--- config.mk ---
export PLATFORM = sky130hd
export DESIGN_NAME = uart_rx_splitter
export DESIGN_NICKNAME = d
export VERILOG_FILES = /design/src/rtl/uart_rx_splitter.sv
export SDC_FILE = /design/constraint.sdc
export NUM_CORES = 1
export LEC_CHECK = 0
export CAP_MARGIN = 5
export CORE_MARGIN = 2
export CORE_UTILIZATION = 55
export DETAILED_ROUTE_END_ITERATION = 7
export PLACE_DENSITY_LB_ADDON = 0.25
export SLEW_MARGIN = 20
export SYNTH_ARGS = -nofsm -noshare
export SYNTH_HDL_FRONTEND = slang
export SYNTH_SLANG_ARGS = --single-unit
--- constraint.sdc ---
create_clock -name clk -period 3.3 [get_ports clk]
set_input_delay 0.33 -clock clk [delete_from_list [all_inputs] [get_ports clk]]
set_output_delay 0.33 -clock clk [all_outputs]
set_load 0.01 [all_outputs]
--- src/rtl/uart_rx_splitter.sv ---
`default_nettype none
// +----------------------------------------------------------------------------+
// | Module : uart_rx_splitter                                                  |
// | Brief  : Decodes the host 8N1 RX line and splits it into monitor command   |
// |          strobes (SYNC, CMD, ARG frames) and a re-serialized 8N1 stream    |
// |          carrying every other byte on to CROC.                             |
// | Rev    : 1.0 - initial release                                             |
// +----------------------------------------------------------------------------+
module uart_rx_splitter #(
  parameter int         CLKS_PER_BIT = 434,
  parameter logic [7:0] SYNC_BYTE    = 8'hA5,
  parameter int         FIFO_DEPTH   = 4
) (
  input  logic       clk,
  input  logic       rst,
  input  logic       rx_host,
  output logic       rx_croc,
  output logic       cmd_valid,
  output logic [7:0] cmd_code,
  output logic [7:0] cmd_arg,
  output logic       frame_err,
  output logic       fifo_ovf
);

  // ---------------------------------------------------------------------------
  // Constants
  // ---------------------------------------------------------------------------
  localparam int c_BW      = $clog2(CLKS_PER_BIT);
  localparam int c_TIMEOUT = 20 * CLKS_PER_BIT;
  localparam int c_TW      = $clog2(c_TIMEOUT + 1);
  localparam int c_AW      = (FIFO_DEPTH > 1) ? $clog2(FIFO_DEPTH) : 1;
  localparam int c_CW      = $clog2(FIFO_DEPTH + 1);

  localparam logic [c_BW-1:0] c_BIT_LAST  = c_BW'(CLKS_PER_BIT - 1);
  localparam logic [c_BW-1:0] c_HALF_LAST = c_BW'(CLKS_PER_BIT / 2 - 1);
  localparam logic [c_TW-1:0] c_TO_LIMIT  = c_TW'(c_TIMEOUT);
  localparam logic [c_AW-1:0] c_PTR_LAST  = c_AW'(FIFO_DEPTH - 1);
  localparam logic [c_CW-1:0] c_FIFO_FULL = c_CW'(FIFO_DEPTH);

  typedef enum logic [2:0] {
    R_IDLE  = 3'd0,
    R_START = 3'd1,
    R_DATA  = 3'd2,
    R_STOP  = 3'd3,
    R_WAIT  = 3'd4
  } rx_state_t;

  typedef enum logic [1:0] {
    P_IDLE = 2'd0,
    P_CMD  = 2'd1,
    P_ARG  = 2'd2
  } p_state_t;

  typedef enum logic [1:0] {
    T_IDLE  = 2'd0,
    T_START = 2'd1,
    T_DATA  = 2'd2,
    T_STOP  = 2'd3
  } tx_state_t;

  // ---------------------------------------------------------------------------
  // Input synchronizer
  // ---------------------------------------------------------------------------
  logic r_sync1;
  logic r_sync2;
  logic w_rx;

  // Two-flop synchronizer; resets to the idle (high) line level.
  always_ff @(posedge clk or posedge rst) begin
    if (rst) begin
      r_sync1 <= 1'b1;
      r_sync2 <= 1'b1;
    end else begin
      r_sync1 <= rx_host;
      r_sync2 <= r_sync1;
    end
  end

  assign w_rx = r_sync2;

  // ---------------------------------------------------------------------------
  // RX deserializer
  // ---------------------------------------------------------------------------
  rx_state_t       r_rx_state;
  rx_state_t       w_rx_next;
  logic [c_BW-1:0] r_rx_cnt;
  logic [2:0]      r_rx_bit;
  logic [7:0]      r_rx_shift;
  logic            w_rx_tick;
  logic            w_rx_half;
  logic            w_byte_valid;
  logic            w_stop_err;

  assign w_rx_tick = (r_rx_cnt == c_BIT_LAST);
  assign w_rx_half = (r_rx_cnt == c_HALF_LAST);

  // RX state register.
  always_ff @(posedge clk or posedge rst) begin
    if (rst) begin
      r_rx_state <= R_IDLE;
    end else begin
      r_rx_state <= w_rx_next;
    end
  end

  // RX next-state and byte-complete / stop-error decode.
  always_comb begin
    w_rx_next    = r_rx_state;
    w_byte_valid = 1'b0;
    w_stop_err   = 1'b0;
    case (r_rx_state)
      // The line is known high here (R_WAIT guarantees it), so low == falling edge.
      R_IDLE:  if (!w_rx) w_rx_next = R_START;
      R_START: if (w_rx_half) w_rx_next = w_rx ? R_IDLE : R_DATA;
      R_DATA:  if (w_rx_tick && (r_rx_bit == 3'd7)) w_rx_next = R_STOP;
      R_STOP: begin
        if (w_rx_tick) begin
          if (w_rx) begin
            w_byte_valid = 1'b1;
            w_rx_next    = R_IDLE;
          end else begin
            w_stop_err   = 1'b1;
            w_rx_next    = R_WAIT;
          end
        end
      end
      R_WAIT:  if (w_rx) w_rx_next = R_IDLE;
      default: w_rx_next = R_IDLE;
    endcase
  end

  // RX bit timer and data shift register.
  always_ff @(posedge clk or posedge rst) begin
    if (rst) begin
      r_rx_cnt   <= '0;
      r_rx_bit   <= 3'd0;
      r_rx_shift <= 8'h00;
    end else begin
      if ((r_rx_state != w_rx_next) || (r_rx_state == R_IDLE) || (r_rx_state == R_WAIT)) begin
        r_rx_cnt <= '0;
      end else if ((r_rx_state == R_DATA) && w_rx_tick) begin
        r_rx_cnt <= '0;
      end else begin
        r_rx_cnt <= r_rx_cnt + c_BW'(1);
      end

      if (r_rx_state == R_START) begin
        r_rx_bit <= 3'd0;
      end else if ((r_rx_state == R_DATA) && w_rx_tick) begin
        r_rx_bit   <= r_rx_bit + 3'd1;
        r_rx_shift <= {w_rx, r_rx_shift[7:1]};
      end
    end
  end

  // ---------------------------------------------------------------------------
  // Frame parser
  // ---------------------------------------------------------------------------
  p_state_t        r_p_state;
  p_state_t        w_p_eff;
  p_state_t        w_p_next;
  logic [c_TW-1:0] r_to_cnt;
  logic [7:0]      r_cmd_byte;
  logic            w_timeout;
  logic            w_push;
  logic [7:0]      w_push_data;
  logic            w_cmd_latch;
  logic            w_cmd_fire;

  assign w_timeout = (r_p_state != P_IDLE) && (r_to_cnt == c_TO_LIMIT);

  // Parser state register.
  always_ff @(posedge clk or posedge rst) begin
    if (rst) begin
      r_p_state <= P_IDLE;
    end else begin
      r_p_state <= w_p_next;
    end
  end

  // Parser next-state; a timeout abandons the frame before the byte is looked at.
  always_comb begin
    w_p_eff     = w_timeout ? P_IDLE : r_p_state;
    w_p_next    = w_p_eff;
    w_push      = 1'b0;
    w_push_data = r_rx_shift;
    w_cmd_latch = 1'b0;
    w_cmd_fire  = 1'b0;
    if (w_byte_valid) begin
      case (w_p_eff)
        P_IDLE: begin
          if (r_rx_shift == SYNC_BYTE) w_p_next = P_CMD;
          else                         w_push   = 1'b1;
        end
        P_CMD: begin
          if (r_rx_shift == SYNC_BYTE) begin
            // Doubled SYNC is an escaped literal SYNC byte for CROC.
            w_push      = 1'b1;
            w_push_data = SYNC_BYTE;
            w_p_next    = P_IDLE;
          end else begin
            w_cmd_latch = 1'b1;
            w_p_next    = P_ARG;
          end
        end
        P_ARG: begin
          w_cmd_fire = 1'b1;
          w_p_next   = P_IDLE;
        end
        default: w_p_next = P_IDLE;
      endcase
    end
  end

  // Inter-byte timeout counter and CMD byte holding register.
  always_ff @(posedge clk or posedge rst) begin
    if (rst) begin
      r_to_cnt   <= '0;
      r_cmd_byte <= 8'h00;
    end else begin
      if (w_byte_valid || (w_p_next == P_IDLE)) begin
        r_to_cnt <= '0;
      end else begin
        r_to_cnt <= r_to_cnt + c_TW'(1);
      end
      if (w_cmd_latch) begin
        r_cmd_byte <= r_rx_shift;
      end
    end
  end

  // ---------------------------------------------------------------------------
  // Forward FIFO
  // ---------------------------------------------------------------------------
  logic [7:0]      r_mem [FIFO_DEPTH];
  logic [c_AW-1:0] r_wr_ptr;
  logic [c_AW-1:0] r_rd_ptr;
  logic [c_CW-1:0] r_count;
  logic            w_full;
  logic            w_empty;
  logic            w_pop;
  logic            w_push_ok;
  logic [7:0]      w_fifo_head;

  assign w_full      = (r_count == c_FIFO_FULL);
  assign w_empty     = (r_count == '0);
  // A simultaneous pop frees the slot, so a full FIFO can still accept.
  assign w_push_ok   = w_push && (!w_full || w_pop);
  assign w_fifo_head = r_mem[r_rd_ptr];

  // FIFO storage; data needs no reset since occupancy gates every read.
  always_ff @(posedge clk) begin
    if (w_push_ok) begin
      r_mem[r_wr_ptr] <= w_push_data;
    end
  end

  // FIFO pointers and occupancy.
  always_ff @(posedge clk or posedge rst) begin
    if (rst) begin
      r_wr_ptr <= '0;
      r_rd_ptr <= '0;
      r_count  <= '0;
    end else begin
      if (w_push_ok) begin
        r_wr_ptr <= (r_wr_ptr == c_PTR_LAST) ? '0 : r_wr_ptr + c_AW'(1);
      end
      if (w_pop) begin
        r_rd_ptr <= (r_rd_ptr == c_PTR_LAST) ? '0 : r_rd_ptr + c_AW'(1);
      end
      case ({w_push_ok, w_pop})
        2'b10:   r_count <= r_count + c_CW'(1);
        2'b01:   r_count <= r_count - c_CW'(1);
        default: r_count <= r_count;
      endcase
    end
  end

  // ---------------------------------------------------------------------------
  // TX serializer
  // ---------------------------------------------------------------------------
  tx_state_t       r_tx_state;
  tx_state_t       w_tx_next;
  logic [c_BW-1:0] r_tx_cnt;
  logic [2:0]      r_tx_bit;
  logic [7:0]      r_tx_shift;
  logic            r_tx_line;
  logic            w_tx_tick;

  assign w_tx_tick = (r_tx_cnt == c_BIT_LAST);

  // TX state register.
  always_ff @(posedge clk or posedge rst) begin
    if (rst) begin
      r_tx_state <= T_IDLE;
    end else begin
      r_tx_state <= w_tx_next;
    end
  end

  // TX next-state; the end of a stop bit chains straight into the next start bit.
  always_comb begin
    w_tx_next = r_tx_state;
    w_pop     = 1'b0;
    case (r_tx_state)
      T_IDLE: begin
        if (!w_empty) begin
          w_pop     = 1'b1;
          w_tx_next = T_START;
        end
      end
      T_START: if (w_tx_tick) w_tx_next = T_DATA;
      T_DATA:  if (w_tx_tick && (r_tx_bit == 3'd7)) w_tx_next = T_STOP;
      T_STOP: begin
        if (w_tx_tick) begin
          if (!w_empty) begin
            w_pop     = 1'b1;
            w_tx_next = T_START;
          end else begin
            w_tx_next = T_IDLE;
          end
        end
      end
      default: w_tx_next = T_IDLE;
    endcase
  end

  // TX bit timer, shift register and registered line driver.
  always_ff @(posedge clk or posedge rst) begin
    if (rst) begin
      r_tx_cnt   <= '0;
      r_tx_bit   <= 3'd0;
      r_tx_shift <= 8'h00;
      r_tx_line  <= 1'b1;
    end else begin
      case (r_tx_state)
        T_IDLE: begin
          r_tx_cnt <= '0;
          if (w_pop) begin
            r_tx_shift <= w_fifo_head;
            r_tx_line  <= 1'b0;
          end
        end
        T_START: begin
          if (w_tx_tick) begin
            r_tx_cnt  <= '0;
            r_tx_bit  <= 3'd0;
            r_tx_line <= r_tx_shift[0];
          end else begin
            r_tx_cnt  <= r_tx_cnt + c_BW'(1);
          end
        end
        T_DATA: begin
          if (w_tx_tick) begin
            r_tx_cnt <= '0;
            r_tx_bit <= r_tx_bit + 3'd1;
            if (r_tx_bit == 3'd7) begin
              r_tx_line  <= 1'b1;
            end else begin
              r_tx_line  <= r_tx_shift[1];
              r_tx_shift <= {1'b0, r_tx_shift[7:1]};
            end
          end else begin
            r_tx_cnt <= r_tx_cnt + c_BW'(1);
          end
        end
        T_STOP: begin
          if (w_tx_tick) begin
            r_tx_cnt <= '0;
            if (w_pop) begin
              r_tx_shift <= w_fifo_head;
              r_tx_line  <= 1'b0;
            end
          end else begin
            r_tx_cnt <= r_tx_cnt + c_BW'(1);
          end
        end
        default: begin
          r_tx_cnt  <= '0;
          r_tx_line <= 1'b1;
        end
      endcase
    end
  end

  // ---------------------------------------------------------------------------
  // Registered outputs
  // ---------------------------------------------------------------------------
  logic       r_cmd_valid;
  logic [7:0] r_cmd_code;
  logic [7:0] r_cmd_arg;
  logic       r_frame_err;
  logic       r_fifo_ovf;

  // Command strobe, held command fields and error pulses.
  always_ff @(posedge clk or posedge rst) begin
    if (rst) begin
      r_cmd_valid <= 1'b0;
      r_cmd_code  <= 8'h00;
      r_cmd_arg   <= 8'h00;
      r_frame_err <= 1'b0;
      r_fifo_ovf  <= 1'b0;
    end else begin
      r_cmd_valid <= w_cmd_fire;
      if (w_cmd_fire) begin
        r_cmd_code <= r_cmd_byte;
        r_cmd_arg  <= r_rx_shift;
      end
      r_frame_err <= w_stop_err | w_timeout;
      r_fifo_ovf  <= w_push & ~w_push_ok;
    end
  end

  assign rx_croc   = r_tx_line;
  assign cmd_valid = r_cmd_valid;
  assign cmd_code  = r_cmd_code;
  assign cmd_arg   = r_cmd_arg;
  assign frame_err = r_frame_err;
  assign fifo_ovf  = r_fifo_ovf;

endmodule
`default_nettype wire

==> flow_summary.yaml, run 1 <==
final_layout:
  final_cells: 640
  drive_above_1_share_pct: 22.20
  n_fill_cell: 794
  n_antenna_cell: 0
  final_area_um2: 6975
  area_growth_syn_to_layout_pct: 15.66
  nNetsFinal: 513
min_path:
  hold_end: "r_sync1"
  hold_depth: 1
  worstHoldStart: "rx_host"
  hold_class: "in -> reg"
power:
  pwr-share-comb_pct: 0.8
  ir_drop_uv: 468.3
  switchingPower_uw: 738.3
  p_int_mw: 2.756
  cellPowerDensity_nw_per_um2: 501.0
  clkPwrFrac_pct: 52.1
  p_leak_nw: 2.975
  switching_share_pct: 21.13
  pwr-share-seq_pct: 47.1
grt:
  grt_pass1_vias: 3627
  track_usage_pct: 20.54
  grt_first_pass_wirelength_um: 18080
  grt_max_degree: 56
  antenna_found_initial: 0
  grt_overflow: 0
yosys:
  syn_area_per_cell_um2: 13.08
  synth_warnings: 0
  synth_edf_count: 32
  syn-num-nets: 487
  yosys-top-cells-count: "95 x dfrtp_1, 52 x nor2_1, 44 x mux2_2"
  syn_inst: 461
  synth-main-ff-cell: "dfrtp_1"
  post-synth-top-count-cell: "dfrtp_1"
  synthTopCellsByArea: "dfrtp_1 39%, edfxtp_1 16%, mux2_2 8.2%"
  synth_top_area_share_pct: 39.42
  ys_ff_latch: 130
  ys_types: 58
  synthArstFlopShare_pct: 75.38
  ys_seq_area_share_pct: 56.66
  syn_area_um2: 6031
  yosys.area.top_type: "dfrtp_1"
setup_path:
  critical_path_class: "reg -> reg"
  worstSetupStartpoint: "r_rx_cnt[1]"
  worst_ep_required_time_ns: 3.72
  ff2ff_path_depth: 11
  path_cells: "inv_1, ha_1, and4bb_1, nand4_4, or4b_4, a31o_2, nand2_1, fa_1, nor2_1, mux2_2, mux2_2"
  crit_slowest_cell: "or4b_4"
  r2r-end: "r_count[2]"
  end_kind: "flop"
  cpMostUsedCell: "mux2_2"
  crit_path_start_kind: "flop"
  reg2reg_from: "r_rx_cnt[1]"
  arrival_ns: 3.31
  slowest_delay_ns: 0.62
  critPathMaxFanout: 9
  r2r_slack_ns: 0.41
timing:
  hold_viol: 0
  fin_worst_skew_ns: 0.007466
  slew_headroom_pct: 57.68
  period_minus_slack_ns: 2.887
  hold_slack_ns: 0.2134
  tightest_slew_ns: 0.6348
  min_period_over_period_pct: 87.48
  slew_viol_final: 0
  fin_ws_ns: 0.4131
  setup-tns-final_ns: 0
  max_clock_freq_mhz: 346.4
  rsz0062_at_grt: "no"
  setup_viol: 0
place:
  io_buffers: 22
  dpl_cell_area_um2: 6387
  hpwl_um: 6944
  placedCellCount: 608
  gp_congestion: 0.7833
  pre_cts_slack_ns: 0.4279
clock_tree:
  post_cts_hold_buffer_count: 0
  cts_htree_levels: 4
  clk_pin_slew_ns: 0.06
  root_buffer: "clkbuf_8"
  clk_path_buf_depth: 2
  clkLatencyLatePin_ns: 0.54
  cts_buffers: 17
  cts_tree: "built"
  post_cts_buffers: 0
  cts.sinks: 130
  cts-resized-gates: 0
floorplan:
  num_rows: 38
  core_um2: 10750
  die_area_um2: 11820
  dieHeight_um: 108.7
  top_level_ports: 23
  start_util_pct: 56.12
  die_w_um: 108.7
route:
  route.detailed.drc: 0
  drt-pass1-iter-count: 4
  wl_per_cell_um: 16.90
  drt_iter0_markers: 228
  postRouteAntennaNets: 0
  vias_per_cell: 5.627
  drt-total-wl_um: 10820
  via_count: 3601
flow_run:
  max_cap_violations: 0
outcome:
  status: "finished clean"
## power by group through the flow
stage               clock network [mW]  registers (mW)  logic [mW]
floorplan                            0            1.68      0.0180
global placement                     0            1.68      0.0304
detailed placement                   0            1.68      0.0309
CTS                               1.86            1.65      0.0311
global route                      1.93            1.64      0.0347
finish                            1.82            1.65      0.0288
## how the worst max path moves through the flow
stage,endpoint,cells after the start,slack (ns)
CTS,r_count[2],11,0.42
finish,r_count[2],11,0.41
global placement,r_count[2],11,0.53
floorplan,cmd_arg[0],1,0.41
global route,r_count[2],11,0.30
detailed placement,r_count[2],11,0.43
## state kept, by name, indices dropped and copies added, names as in the netlist, 2 cells and up
signal / flops
r_rx_shift: 8
r_to_cnt: 14
r_tx_state: 2
r_count: 3
cmd_code: 8
r_rx_bit: 3
r_tx_bit: 3
r_p_state: 2
r_rx_state: 3
r_cmd_byte: 8
r_tx_shift: 8
r_mem: 32
cmd_arg: 8
r_tx_cnt: 9
r_wr_ptr: 2
r_rd_ptr: 2
r_rx_cnt: 9
## per-stage QoR
step,util [%],power [mW]
after detailed placement,59.44,1.707
after floorplan,-,1.693
after global routing,64.92,3.608
after CTS,64.92,3.534
final,64.92,3.495
after global placement,59.44,1.706
## kinds of logic after synthesis
| family | Yosys count | share of synthesized area, % |
|---|---|---|
| xor gates and xnor gates | 27 | 3.921 |
| DFF | 130 | 56.66 |
| AOI/OAI and AO/OA | 42 | 5.353 |
| muxes | 64 | 13.96 |
| adders and majority gates | 23 | 4.896 |
| and+or+nand+nor | 137 | 12.57 |
| buffers and inverters | 38 | 2.635 |
## critical path: cells and delay by family, from the launching register on
family | cells | cell delay (ns)
simple gates | 5 | 1.17
mux | 2 | 0.51
flops | 1 | 0.39
fa+ha+maj | 2 | 0.35
compound gates | 1 | 0.25
buf+inv | 1 | 0.08
## final cells by class
cell class	instances	area, um^2	share of cell area [%]
inverter	18	70.07	1.004
clock buffer	24	524.3	7.516
sequential	130	3417	48.99
clock inverter	8	63.81	0.9148
tap	140	175.2	2.511
timing repair buffer	27	270.3	3.874
multi-input combinational	293	2455	35.19
## metal layers
| metal | wire [um] | vias up | GRT usage (%) |
|---|---|---|---|
| met5 | 0 | - | 0 |
| met4 | 88 | 0 | 7.051 |
| met3 | 367 | 11 | 7.173 |
| met2 | 5347 | 54 | 31.70 |
| met1 | 5012 | 1840 | 27.24 |
| li1 | - | 1696 | - |
## placed cells by master (no fill, tap or decap), types with 3 or more instances in the layout
cell type | netlist | final
buf_4 | 0 | 4
a22o_1 | 12 | 12
mux2_2 | 44 | 44
and3_1 | 13 | 13
and2_1 | 4 | 4
dfstp_2 | 3 | 3
clkbuf_8 | 0 | 3
nand3_1 | 16 | 16
nor2b_1 | 4 | 4
clkbuf_16 | 0 | 19
mux2_4 | 9 | 9
ha_1 | 22 | 22
xor2_1 | 15 | 15
inv_1 | 18 | 17
nand4_1 | 3 | 3
nor2_1 | 52 | 52
xnor2_1 | 12 | 12
edfxtp_1 | 32 | 32
clkinv_4 | 0 | 3
mux4_2 | 8 | 8
o21ai_0 | 7 | 7
dfrtp_1 | 95 | 95
clkdlybuf4s50_1 | 0 | 22
nand2_1 | 20 | 20
a21oi_1 | 6 | 6
nor3_1 | 5 | 5
No activity file was read; power rests on OpenSTA's default activity.
==> inputs of run 2 (changes only) <==
--- a/config.mk
+++ b/config.mk
@@ -5,9 +5,9 @@
 export SDC_FILE = /design/constraint.sdc
 export NUM_CORES = 1
 export LEC_CHECK = 0
-export CAP_MARGIN = 5
-export CORE_MARGIN = 2
+export CAP_MARGIN = 20
 export CORE_UTILIZATION = 55
+export CTS_CLUSTER_DIAMETER = 100
 export DETAILED_ROUTE_END_ITERATION = 7
 export PLACE_DENSITY_LB_ADDON = 0.25
 export SLEW_MARGIN = 20
==> flow_summary.yaml, run 2 (same netlist as run 1, synthesis figures left out) <==
timing:
  min_period_over_period_pct: 89.01
  fin_worst_skew_ns: 0.009646
  setup_viol: 0
  setup-tns-final_ns: 0
  period_minus_slack_ns: 2.937
  tightest_slew_ns: 0.7185
  slew_headroom_pct: 52.10
  slew_viol_final: 0
  rsz0062_at_grt: "no"
  hold_slack_ns: 0.2133
  max_clock_freq_mhz: 340.5
  hold_viol: 0
floorplan:
  core_um2: 10460
  die_w_um: 106.7
  dieHeight_um: 106.7
  num_rows: 37
  die_area_um2: 11390
  start_util_pct: 57.64
  top_level_ports: 23
final_layout:
  drive_above_1_share_pct: 22.09
  final_area_um2: 6987
  final_common_cell: "dfrtp_1"
  mostFrequentLayoutCells: "95 x dfrtp_1, 52 x nor2_1, 44 x mux2_2"
  nNetsFinal: 511
  n_antenna_cell: 0
  area_growth_syn_to_layout_pct: 15.85
  reg_top3: "r_mem: 32 flops, r_to_cnt: 14 flops"
  regMostFlops: "r_mem"
  largest_reg_flops: 32
clock_tree:
  cts_htree_levels: 4
  cts_buffers: 17
  post_cts_buffers: 0
  root_buffer: "clkbuf_8"
  clkLatencyLatePin_ns: 0.53
  clk_path_buf_depth: 2
  post_cts_hold_buffer_count: 0
  cts_tree: "built"
  clk_pin_slew_ns: 0.06
  cts.sinks: 130
  cts-resized-gates: 0
route:
  postRouteAntennaNets: 0
  vias_per_cell: 5.617
  route.detailed.drc: 0
  drt-total-wl_um: 10660
  drt-pass1-iter-count: 4
  wl_per_cell_um: 16.81
  via_count: 3561
  drt_iter0_markers: 199
setup_path:
  slowest_delay_ns: 0.47
  path_cells: "nor4b_1, nand4_1, nand3_1, a31o_2, nand2_1, fa_1, and2_1, mux2_2, mux2_2"
  worst-path-buf-inv: 0
  critPathMaxFanout: 9
  critical-path-top-delay-family: "simple AND/OR/NAND/NOR gates"
  cpMostUsedCell: "mux2_2"
  worst_ep_required_time_ns: 3.71
  end_kind: "flop"
  arrival_ns: 3.35
  crit_slowest_cell: "dfrtp_1"
  crit_path_start_kind: "flop"
  critical_path_class: "reg -> reg"
grt:
  grt_overflow: 0
  track_usage_pct: 20.91
  grt_pass1_vias: 3713
  antenna_found_initial: 0
  grt_first_pass_wirelength_um: 17950
  grt_max_degree: 57
place:
  dpl_cell_area_um2: 6367
  io_buffers: 22
  gp_congestion: 0.7826
  hpwl_um: 6829
outcome:
  status: "finished clean"
power:
  cellPowerDensity_nw_per_um2: 513.0
  switching_share_pct: 20.40
  clkPwrFrac_pct: 53.3
  ir_drop_uv: 463.2
  pwr-share-seq_pct: 45.9
  pwr-share-comb_pct: 0.8
  switchingPower_uw: 731.2
  p_leak_nw: 2.981
  p_int_mw: 2.853
flow_run:
  max_cap_violations: 0
min_path:
  hold_class: "in -> reg"
## run 2: cell types whose count changed in the layout (fill, tap and decap cells not counted)
cell and delta:
clkbuf_8 +1, inv_6 +1, bufinv_16 +1, clkinv_4 -2, clkbuf_1 -1, buf_4 -2
## run 2: layout make-up
cell class | instances | area (um^2)
fill | 763 | 3476
multi-input combinational | 293 | 2455
clock inverter | 8 | 85.08
sequential | 130 | 3417
timing repair buffer | 25 | 255.2
inverter | 18 | 70.07
clock buffer | 24 | 534.3
tap | 136 | 170.2
## run 2: final timing paths
| path | startpoint | endpoint | slack, ns | depth (start not counted) |
|---|---|---|---|---|
| setup / recovery | r_rx_shift[1] | r_count[2] | 0.36 | 9 |
| hold reg to reg | r_sync1 | r_sync2 | 0.36 | 0 |
| max in group asynchronous | rst | r_sync2 | 2.28 | 3 |
| hold / removal | rx_host | r_sync1 | 0.21 | 1 |
| min in group asynchronous | rst | r_to_cnt[10] | 0.29 | 2 |
| setup reg to reg | r_rx_shift[1] | r_count[2] | 0.36 | 9 |
## run 2: power groups by stage
| stage | logic, mW | clock network, mW | registers, mW |
|---|---|---|---|
| floorplan | 0.0180 | 0 | 1.68 |
| global placement | 0.0307 | 0 | 1.68 |
| detailed placement | 0.0312 | 0 | 1.68 |
| CTS | 0.0314 | 1.95 | 1.65 |
| global route | 0.0348 | 2.01 | 1.65 |
| finish | 0.0287 | 1.91 | 1.65 |
## run 2: layer usage
| layer | share of wire [%] | wire length [um] | global-route usage [%] | up-vias |
|---|---|---|---|---|
| met2 | 49 | 5231 | 33.55 | 43 |
| li1 | - | - | - | 1692 |
| met1 | 47 | 4977 | 26.61 | 1813 |
| met4 | 1.4 | 148 | 8.513 | 0 |
| met5 | 0 | 0 | 0 | - |
| met3 | 2.8 | 301 | 6.201 | 13 |
## run 2: per-stage QoR
stage / worst slack (ns) / total power, mW / utilization, % / instances
floorplan: 0.4129 / 1.693 / - / 461
global placement: 0.5063 / 1.706 / 60.86 / 602
detailed placement: 0.3933 / 1.707 / 60.86 / 602
CTS: 0.3740 / 3.627 / 66.78 / 634
global route: 0.1697 / 3.691 / 66.78 / 634
finish: 0.3628 / 3.584 / 66.78 / 634
==> inputs of run 3 (changes only) <==
--- a/config.mk
+++ b/config.mk
@@ -5,7 +5,9 @@
 export SDC_FILE = /design/constraint.sdc
 export NUM_CORES = 1
 export LEC_CHECK = 0
+export ABC_CLOCK_PERIOD_IN_PS = 3300
 export CAP_MARGIN = 20
+export CORE_MARGIN = 8
 export CORE_UTILIZATION = 55
 export CTS_CLUSTER_DIAMETER = 100
 export DETAILED_ROUTE_END_ITERATION = 7
==> flow_summary.yaml, run 3 (same netlist as run 1, synthesis figures left out) <==
clock_tree:
  cts_buffers: 17
  clk_path_buf_depth: 2
  cts-resized-gates: 0
  cts_htree_levels: 4
  root_buffer: "clkbuf_8"
  post_cts_buffers: 0
  post_cts_hold_buffer_count: 0
  cts.sinks: 130
  cts_tree: "built"
  clkLatencyLatePin_ns: 0.52
  clk_pin_slew_ns: 0.06
grt:
  grt_pass1_vias: 3639
  antenna_found_initial: 0
  grt_first_pass_wirelength_um: 18640
  grt_max_degree: 53
  track_usage_pct: 16.33
  grt_overflow: 0
setup_path:
  end_kind: "flop"
  r2r-end: "r_count[2]"
  crit_end: "r_count[2]"
  crit_path_start_kind: "flop"
  critPathMaxFanout: 9
  r2r_slack_ns: 0.41
  critical_path_class: "reg -> reg"
  worst_ep_required_time_ns: 3.70
  worstSetupStartpoint: "r_rx_cnt[1]"
  ff2ff_path_depth: 11
  arrival_ns: 3.29
  reg2reg_from: "r_rx_cnt[1]"
route:
  via_count: 3505
  vias_per_cell: 5.477
  postRouteAntennaNets: 0
  wl_per_cell_um: 17.10
  drt-pass1-iter-count: 4
  drt_iter0_markers: 272
  drt-total-wl_um: 10940
  route.detailed.drc: 0
floorplan:
  die_w_um: 120.7
  core_um2: 10790
  dieHeight_um: 120.7
  top_level_ports: 23
  num_rows: 38
  die_area_um2: 14570
  start_util_pct: 55.88
power:
  switchingPower_uw: 700.7
  clkPwrFrac_pct: 52.1
  pwr-share-seq_pct: 47.0
  p_int_mw: 2.800
  pwr-share-comb_pct: 0.8
  p_leak_nw: 2.970
  p_total_mw: 3.501
  ir_drop_uv: 506.8
  switching_share_pct: 20.02
  cellPowerDensity_nw_per_um2: 502.4
timing:
  slew_headroom_pct: 55.61
  max_clock_freq_mhz: 346.1
  setup-tns-final_ns: 0
  tightest_slew_ns: 0.6658
  fin_worst_skew_ns: 0.004258
  setup_viol: 0
  period_minus_slack_ns: 2.889
  min_period_over_period_pct: 87.54
  slew_viol_final: 0
  hold_viol: 0
  rsz0062_at_grt: "no"
place:
  gp_congestion: 0.7906
  hpwl_um: 7165
  io_buffers: 22
final_layout:
  multi_input_area_um2: 2455
  mostFrequentLayoutCells: "95 x dfrtp_1, 52 x nor2_1, 44 x mux2_2"
  largest_reg_flops: 32
  n_fill_cell: 765
  final_common_cell: "dfrtp_1"
  regMostFlops: "r_mem"
  area_growth_syn_to_layout_pct: 15.54
  nNetsFinal: 513
  seqCellArea_um2: 3417
  drive_above_1_share_pct: 21.80
  n_antenna_cell: 0
  reg_top3: "r_mem: 32 flops, r_to_cnt: 14 flops"
flow_run:
  max_cap_violations: 0
min_path:
  hold_class: "in -> reg"
  hold_depth: 1
outcome:
  status: "finished clean"
[run 3: how the worst min path moves through the flow]
stage	from	to
6_report	rx_host	r_sync1
5_1_grt	rx_host	r_sync1
4_1_cts	rx_host	r_sync1
3_5_place_dp	r_sync1	r_sync2
3_3_place_gp	r_sync1	r_sync2
2_1_floorplan	rx_host	r_sync1
[run 3: critical path, stage by stage, from the launching register on]
cell      delay, ns
dfrtp_1        0.39
inv_1          0.10
ha_1           0.15
and4bb_1       0.25
nand4_4        0.17
or4b_4         0.61
a31o_2         0.25
nand2_1        0.08
fa_1           0.21
nor2_1         0.06
mux2_2         0.25
mux2_2         0.25
[run 3: area by class of cell]
type,instances,area share [%]
sequential,130,49.04
clock inverter,13,2.280
clock buffer,19,6.051
inverter,18,1.006
timing repair buffer,27,3.879
multi-input combinational,293,35.23
tap,140,2.514
[run 3: layer usage]
layer	routed length, um	up-vias	track usage [%]
li1	-	1700	-
met1	5108	1752	21.08
met2	5341	43	25.56
met3	365	10	4.895
met4	127	0	6.011
met5	0	-	0
[run 3: power by group through the flow]
stage / clock, mW / sequential (mW) / combinational [mW]
after floorplan: 0 / 1.68 / 0.0180
after global placement: 0 / 1.68 / 0.0306
after detailed placement: 0 / 1.68 / 0.0312
after CTS: 1.86 / 1.65 / 0.0311
after global routing: 1.93 / 1.65 / 0.0354
final: 1.83 / 1.65 / 0.0291
[run 3: through the flow]
step	instance area, um^2	utilization [%]	hold WS (ns)	cells	setup slack (ns)
after floorplan	6031	-	0.3345	461	0.4129
after global placement	6387	59.18	0.3458	608	0.5300
after detailed placement	6387	59.18	0.3473	608	0.4480
after CTS	6968	64.56	0.1883	640	0.4159
after global routing	6968	64.56	0.1879	640	0.2488
final	6968	64.56	0.2165	640	0.4110
